[src/rtl/game_pkg.sv]
// Shared types and constants for the reaction-game controller and rng.
package game_pkg;

  typedef enum logic [1:0] {
    IDLE      = 2'd0,
    COUNTDOWN = 2'd1,
    PLAY      = 2'd2,
    OVER      = 2'd3
  } phase_t;

  localparam logic [1:0] LVL_EASY = 2'b00;
  localparam logic [1:0] LVL_MED  = 2'b01;
  localparam logic [1:0] LVL_HARD = 2'b10;

  // Lowest set button bit selects the difficulty.
  function automatic logic [1:0] lvl_decode(input logic [2:0] btn);
    if (btn[0])      return LVL_EASY;
    else if (btn[1]) return LVL_MED;
    else             return LVL_HARD;
  endfunction

endpackage

[src/rtl/game_controller_sec_timer.sv]
// One-second prescaler: tick on the cycle the count reaches CLK_HZ-1.
module sec_timer #(
  parameter int unsigned CLK_HZ = 50_000_000
) (
  input  logic clk,
  input  logic rst,
  input  logic clr,
  input  logic en,
  output logic tick
);

  localparam int unsigned CNT_W = (CLK_HZ > 1) ? $clog2(CLK_HZ) : 1;
  localparam logic [CNT_W-1:0] CNT_MAX = CNT_W'(CLK_HZ - 1);

  logic [CNT_W-1:0] cnt_q;

  assign tick = en && (cnt_q == CNT_MAX);

  // Counter clears on request, otherwise wraps at CNT_MAX while enabled.
  always_ff @(posedge clk) begin
    if (rst || clr) begin
      cnt_q <= '0;
    end else if (en) begin
      cnt_q <= tick ? '0 : cnt_q + CNT_W'(1);
    end
  end

endmodule

[src/rtl/game_controller.sv]
// Reaction-game sequencer: level latch, IDLE/COUNTDOWN/PLAY/OVER FSM,
// phase timer and optional high-score register (GAME_CTRL_HIGH_SCORE_EN).
module game_controller
  import game_pkg::*;
#(
  parameter int unsigned CLK_HZ            = 50_000_000,
  parameter int unsigned COUNTDOWN_SECONDS = 3,
  parameter int unsigned GAME_SECONDS      = 60
) (
  input  logic        clk,
  input  logic        rst,
  input  logic        start,
  input  logic [2:0]  lvl_btn,
  input  logic [11:0] score,
  output logic [1:0]  level,
  output logic        play,
  output logic        score_clr,
  output logic [7:0]  time_left,
  output logic        game_over,
  output logic [1:0]  phase,
  output logic [11:0] best_score,
  output logic        new_best
);

  localparam int unsigned TL_W = 8;
  localparam logic [TL_W-1:0] TL_CD   = TL_W'(COUNTDOWN_SECONDS);
  localparam logic [TL_W-1:0] TL_GAME = TL_W'(GAME_SECONDS);

  phase_t          phase_q, phase_d;
  logic [1:0]      level_d;
  logic [TL_W-1:0] tl_d;
  logic            score_clr_d;
  logic            play_d;
  logic            game_over_d;
  logic            tick;
  logic            tmr_en;
  logic            tmr_clr;
`ifdef GAME_CTRL_HIGH_SCORE_EN
  logic [11:0]     best_d;
  logic            nb_d;
`endif

  assign phase = phase_q;

  sec_timer #(.CLK_HZ(CLK_HZ)) u_sec_timer (
    .clk  (clk),
    .rst  (rst),
    .clr  (tmr_clr),
    .en   (tmr_en),
    .tick (tick)
  );

  // Next-state and next-output logic.
  always_comb begin
    phase_d     = phase_q;
    level_d     = level;
    tl_d        = time_left;
    score_clr_d = 1'b0;
`ifdef GAME_CTRL_HIGH_SCORE_EN
    best_d      = best_score;
    nb_d        = new_best;
`endif
    unique case (phase_q)
      IDLE: begin
        if (start) begin
          phase_d     = COUNTDOWN;
          tl_d        = TL_CD;
          score_clr_d = 1'b1;
        end else if (|lvl_btn) begin
          level_d = lvl_decode(lvl_btn);
        end
      end
      COUNTDOWN: begin
        if (tick) begin
          if (time_left == TL_W'(1)) begin
            phase_d = PLAY;
            tl_d    = TL_GAME;
          end else begin
            tl_d = time_left - TL_W'(1);
          end
        end
      end
      PLAY: begin
        if (tick) begin
          if (time_left == TL_W'(1)) begin
            phase_d = OVER;
            tl_d    = '0;
`ifdef GAME_CTRL_HIGH_SCORE_EN
            if (score > best_score) begin
              best_d = score;
              nb_d   = 1'b1;
            end
`endif
          end else begin
            tl_d = time_left - TL_W'(1);
          end
        end
      end
      OVER: begin
        if (start) begin
          phase_d     = COUNTDOWN;
          tl_d        = TL_CD;
          score_clr_d = 1'b1;
`ifdef GAME_CTRL_HIGH_SCORE_EN
          nb_d        = 1'b0;
`endif
        end else if (|lvl_btn) begin
          phase_d = IDLE;
          level_d = lvl_decode(lvl_btn);
`ifdef GAME_CTRL_HIGH_SCORE_EN
          nb_d    = 1'b0;
`endif
        end
      end
      default: phase_d = IDLE;
    endcase
    play_d      = (phase_d == PLAY);
    game_over_d = (phase_d == OVER);
    tmr_en      = (phase_q == COUNTDOWN) || (phase_q == PLAY);
    tmr_clr     = (phase_d != phase_q) || !tmr_en;
  end

  // State and registered outputs.
  always_ff @(posedge clk) begin
    if (rst) begin
      phase_q   <= IDLE;
      level     <= LVL_EASY;
      play      <= 1'b0;
      score_clr <= 1'b0;
      time_left <= '0;
      game_over <= 1'b0;
    end else begin
      phase_q   <= phase_d;
      level     <= level_d;
      play      <= play_d;
      score_clr <= score_clr_d;
      time_left <= tl_d;
      game_over <= game_over_d;
    end
  end

`ifdef GAME_CTRL_HIGH_SCORE_EN
  // High-score register, cleared only by reset.
  always_ff @(posedge clk) begin
    if (rst) begin
      best_score <= '0;
      new_best   <= 1'b0;
    end else begin
      best_score <= best_d;
      new_best   <= nb_d;
    end
  end
`else
  logic unused_score;
  assign unused_score = ^score;
  assign best_score   = '0;
  assign new_best     = 1'b0;
`endif

endmodule

[config.mk]
export PLATFORM = sky130hd
export DESIGN_NAME = game_controller
export DESIGN_NICKNAME = d
export VERILOG_FILES = /design/src/rtl/game_pkg.sv /design/src/rtl/game_controller_sec_timer.sv /design/src/rtl/game_controller.sv
export SDC_FILE = /design/constraint.sdc
export NUM_CORES = 1
export LEC_CHECK = 0
export CORE_ASPECT_RATIO = 0.5
export CORE_MARGIN = 2
export CORE_UTILIZATION = 40
export CTS_BUF_LIST = sky130_fd_sc_hd__clkbuf_16
export CTS_CLUSTER_DIAMETER = 30
export DETAILED_ROUTE_END_ITERATION = 6
export REMOVE_ABC_BUFFERS = 1
export SKIP_CTS_REPAIR_TIMING = 1
export SLEW_MARGIN = 0
export SYNTH_ARGS = -nofsm -noshare
export SYNTH_HDL_FRONTEND = slang
export SYNTH_HIERARCHICAL = 1
export SYNTH_SLANG_ARGS = --single-unit
[constraint.sdc]
create_clock -name clk -period 5.22 [get_ports clk]
set_input_delay 0.522 -clock clk [delete_from_list [all_inputs] [get_ports clk]]
set_output_delay 0.522 -clock clk [all_outputs]
set_load 0.05 [all_outputs]
Yosys cells after proc, flatten, opt, wreduce, memory -nomap -nowiden:

Index checks and enable logic that the tools add are counted.

* register bits: 41
* bits in latches: 0
* bits in writable memories: 0
* ROM bits: 0
* input bits: 18
* word-level logic and storage cells: 51
* memories: 0

* add/sub/neg operators: 2
* multipliers: 0
* div/mod/pow operators: 0
* magnitude comparators: 0
* eq/ne operators: 11
* shifts and indexed selects: 0
* multiplexer cells: 18
* bitwise gates (word level): 2
* reduce and logical (&&, ||, !) cells: 11

Operator list (count)
* $mux W8: 5
* $add A26 B1 Y26 const B: 1
* $eq A26 B26 Y1 const B: 1
* $mux W26: 1
* $pmux W8 S3: 1
* $mux W2: 9
* $eq A2 B2 Y1 const B: 4
* $eq A8 B1 Y1 const B: 1
* $pmux W2 S4: 1
* $sub A8 B1 Y8 const B: 1
* $ne A2 B1 Y1 const B: 3
* $reduce_and A3 Y1: 2
* $reduce_or A2 Y1: 2
* $logic_or A1 B1 Y1: 3
* $reduce_or A3 Y1: 1
* $eq A2 B1 Y1 const B: 1
* $logic_not A2 Y1: 1
* $ne A2 B2 Y1: 1
* $not A1 Y1: 2
* $logic_and A1 B1 Y1: 1
* $logic_not A1 Y1: 1
* $mux W1: 1

Depth between registers and ports, before layout:

* depth in word-level cells: 8
* depth in mapped cells: 15
* mapped depth without buffers: 12

Modules after synthesis:

The synthesis kept the hierarchy.

Modules (own cells, without submodules)
* sec_timer: times used 1, cells an instance 156, area each 1343.8 um^2, sequential area each 520.5 um^2
* game_controller: times used 1, cells an instance 132, area each 1147.4 um^2, sequential area each 300.3 um^2

Worst setup path before layout:

Ideal clock, no wire load.

* path type: register -> register
* from: register phase_q[0] (netlist: phase[0])
* to: register u_sec_timer.cnt_q[21]
* arrival: 3626 ps
* data required time: 5095 ps
* slack: 1469 ps
* stages on the path, launching flop included: 16
* buffers on the path: 3
* cells stage by stage: dfxtp_1 inv_1 ha_1 and3_1 buf_2 nand2_1 nor3_1 clkbuf_1 or4b_1 o2111ai_1 o211ai_1 o211ai_1 nor2_1 o31ai_2 buf_2 a21oi_1

* longest elaborated chain between the ends: 8
* elaborated cells on any way between the ends: 19
* classes of those cells: eq/ne: 4; mux: 9; reduce/logical: 6

RTL lines
* from (decl): line game_controller.sv:29 `phase_t phase_q, phase_d;`
* from (signal assigned): line game_controller.sv:133 `phase_q <= phase_d;`
* $eq A2 B1 Y1 / $eq A2 B2 Y1 (equally long branches): line game_controller.sv:119 `tmr_en = (phase_q == COUNTDOWN) || (phase_q == PLAY);`
* $logic_or A1 B1 Y1 (*): line game_controller.sv:119
* via tmr_en: line game_controller.sv:36 `logic tmr_en;`
* $logic_and A1 B1 Y1 (*): line game_controller_sec_timer.sv:17 `assign tick = en && (cnt_q == CNT_MAX);`
* via tick: line game_controller.sv:35 `logic tick;`
* $mux W2 (on tied branches): line game_controller.sv:84, game_controller.sv:74
* $pmux W2 S4 (*): line game_controller.sv:63 `unique case (phase_q)`
* $ne A2 B2 Y1 (*): line game_controller.sv:120 `tmr_clr = (phase_d != phase_q) || !tmr_en;`
* $logic_or A1 B1 Y1 (*): line game_controller.sv:120
* via tmr_clr: line game_controller.sv:37 `logic tmr_clr;`
* $logic_or A1 B1 Y1 (*): line game_controller_sec_timer.sv:21 `if (rst || clr) begin`
* to (signal assigned): line game_controller_sec_timer.sv:24 `cnt_q <= tick ? '0 : cnt_q + CNT_W'(1);`
* to (decl): line game_controller_sec_timer.sv:15 `logic [CNT_W-1:0] cnt_q;`

The timed path passes the listed nets; every way through them passes the cells marked *.
A chain may end at the register's enable or synchronous reset.

Worst setup path in the final report:

* from: register phase_q[0] (netlist: phase[0])
* to: register u_sec_timer.cnt_q[11]

The elaborated chain is that of the path after synthesis.

==> results.yml <==
synth:
  synth_top_area_share_pct: 32.9
  syn-cell-area_um2: 2490
  synth_flop_cell: "dfxtp_1"
  ys_ff_latch: 41
  synth_area_leaders: "dfxtp_1 (33%), nor2_1 (4.2%), buf_4 (3.9%)"
  seq_area_frac_synth_pct: 32.9
  synthCells: 288
  postSynth.asyncResetShare_pct: 0
  synth_edf_count: 0
  ys_types: 67
  avgSynthCellArea_um2: 8.65
  yosysWarnings: 6
  yosysTopAreaCell: "dfxtp_1"
power:
  internal_power_mw: 0.547
  switchingPower_mw: 0.241
  ir_worst_vdd_mv: 0.161
  seqPwrFrac_pct: 42.2
  p_sw_share_pct: 30.6
  p_leak_nw: 0.943
  power_frac_comb_pct: 20.5
  power_density_nw_per_um2: 276
  clock_power_share_pct: 37.3
drt:
  vias_per_cell: 5.51
  drt_iter0_markers: 136
  finalWirelength_um: 5260
  drc: 0
  routed-via-count: 2187
  postRouteAntennaNets: 0
  wire_per_inst_um: 13.3
  drt-pass1-iter-count: 4
floorplan:
  die_h_um: 59.8
  start_util_pct: 41.3
  dieArea_um2: 6910
  rows: 20
  fp.coreArea_um2: 6030
  die_x_um: 116
  ioPinCount: 46
sta:
  setup_viol: 0
  report.final.slew_viol_count: 0
  tns_ns: 0
  rsz0062_at_grt: "false"
  min_period_ns: 3.84
  final_hold_viol_count: 0
  whs_ns: 0.498
  worst_pin_slew_ns: 0.597
  relSlewSlack_pct: 60.1
  final.setup.worst_slack_ns: 1.38
  clock.fmax_ghz: 0.260
  finalCritPeriodShare_pct: 73.6
  fin_skew_ns: 0.00511
global_route:
  grt_antenna_before_repair: 0
  grt_pass1_wl_um: 9100
  grt_pass1_vias: 2008
  grt_max_degree: 23
  grt_use_total_pct: 16.3
  overflow: 0
clock_network:
  insertion_delay_ns: 0.28
  path_clk_slew_ns: 0.06
  cts_buffer_depth: 2
  h-tree-depth: 2
  ctsRootBufferMaster: "clkbuf_16"
  cts_buffers: 5
  cts.sinks: 41
  cts_tree: "yes"
setup_path:
  crit_fanout: 22
  max_stage_delay_ns: 0.51
  critPathCaptureType: "flop"
  cp-start-kind: "flop"
  crit_arrival_ns: 4.00
  path_class: "reg -> reg"
  cpMaxStageDelayCell: "ha_1"
  cp_cell_sequence: "inv_1 -> ha_1 -> and3_1 -> nand2_1 -> nor3_1 -> buf_4 -> or4b_1 -> o2111ai_1 -> o211ai_1 -> o211ai_1 -> nor2_1 -> o31ai_2 -> buf_4 -> nor2_1"
  cp.required_ns: 5.38
placed_design:
  hpwl_um: 3780
  gp_congestion: 0.881
  pre_cts_ws_ns: 1.36
  io_buffers: 20
  dp.cells: 389
finish:
  fin_cells: 397
  drive_above_1_share_pct: 11.3
  n_antenna_cell: 0
  fill_cells: 581
  syn_to_final_growth_pct: 14.8
  nets: 333
run_status:
  status: "completed"
job:
  cap_viol_max_count: 0
hold_path:
  hold_path_class: "reg -> reg"
==> path summary, 6_finish.rpt <==
check,startpoint,endpoint,slack [ns],cells after the start
worst min-delay path,level[0]$_SDFFE_PP0P_,level[0]$_SDFFE_PP0P_,0.50,2
worst max-delay path,phase[0]$_SDFF_PP0_,u_sec_timer/cnt_q[11]$_SDFFE_PP0P_,1.38,14
worst min register to register,level[0]$_SDFFE_PP0P_,level[0]$_SDFFE_PP0P_,0.50,2
worst max register to register,phase[0]$_SDFF_PP0_,u_sec_timer/cnt_q[11]$_SDFFE_PP0P_,1.38,14
==> worst max-delay path: cells and delay by family (launching register included) <==
kind / cells / cell delay (ns)
flip-flops: 1 / 0.47
AO/OA/AOI/OAI: 4 / 0.55
AND/OR/NAND/NOR: 6 / 1.55
buffers and inverters: 3 / 0.64
adder cells (fa/ha/maj): 1 / 0.51
==> power by group through the flow <==
stage / Clock, mW / Sequential, mW / Combinational [mW]
after floorplan: 0 / 0.362 / 0.0967
after global placement: 0 / 0.339 / 0.161
after detailed placement: 0 / 0.340 / 0.161
after CTS: 0.303 / 0.333 / 0.162
after global routing: 0.320 / 0.334 / 0.176
final: 0.294 / 0.332 / 0.162
==> per-layer routing <==
layer	track usage [%]	up-vias	part of all wire (%)
met5	0	-	0
li1	-	1098	-
met3	2.84	2	4.0
met2	27.0	68	46
met1	22.0	1019	49
met4	4.82	0	0.48
==> cells in the mapped netlist (all sizes together), types with 3 or more instances <==
master / number
o21ai: 14
nand2b: 4
and4: 5
inv: 9
a21oi: 20
or3: 9
nor4: 3
xnor2: 3
buf: 20
or4b: 6
nand3b: 3
ha: 7
o2111ai: 3
nor3: 5
and3: 3
nor4b: 5
xor2: 9
or4: 7
nand2: 16
nand4: 10
a211oi: 4
nor2b: 3
dfxtp: 41
nand3: 13
a31oi: 4
o31ai: 7
nor2: 30
==> per-stage QoR <==
step	util (%)	power (mW)	instance area [µm²]
6_report	47.4	0.788	2860
2_1_floorplan	-	0.459	2390
4_1_cts	47.4	0.797	2860
5_1_grt	47.4	0.830	2860
3_3_place_gp	45.1	0.500	2720
3_5_place_dp	45.1	0.501	2720
==> sequential cells by signal, indices dropped and copies added, names as in the netlist <==
register / cells
time_left: 8
score_clr: 1
phase: 2
level: 2
game_over: 1
play: 1
u_sec_timer/cnt_q: 26
==> cells by family after synthesis <==
logic type      after synthesis  synth area share, %
fa+ha+maj                     7                 3.52
compound gates               68                 18.6
simple gates                128                 33.1
buf+inv                      30                 7.03
flops                        41                 32.9
mux                           1                0.402
other cells                   1                0.151
xor+xnor                     12                 4.22
==> layout by cell type, fill, tap and decap left out, drive strengths merged, types with 2 or more instances in the layout <==
cell / instances
xnor2: 3
nand4: 10
o2111ai: 3
nor3: 5
and3: 3
nor2: 30
clkdlybuf4s50: 20
and2: 2
o211ai: 2
or4: 7
o31ai: 7
nand3b: 3
or3: 9
or2: 2
conb: 13
nor2b: 3
o21ai: 14
and4: 5
clkinv: 2
clkbuf: 5
a31oi: 4
nand2: 16
o21bai: 2
dfxtp: 41
ha: 7
nand2b: 4
a221o: 2
xor2: 9
inv: 10
a21oi: 20
nand3: 13
nor4: 3
buf: 2
nor4b: 5
or4b: 6
a211oi: 4
==> final cells by class <==
class | instances | area (µm²) | share of cell area, %
timing repair buffer | 22 | 215 | 7.53
clock buffer | 5 | 125 | 4.38
sequential | 41 | 821 | 28.7
multi-input combinational | 229 | 1540 | 53.9
tap | 88 | 110 | 3.85
inverter | 9 | 33.8 | 1.18
clock inverter | 3 | 13.8 | 0.481
(Power assumes the default switching activity.)
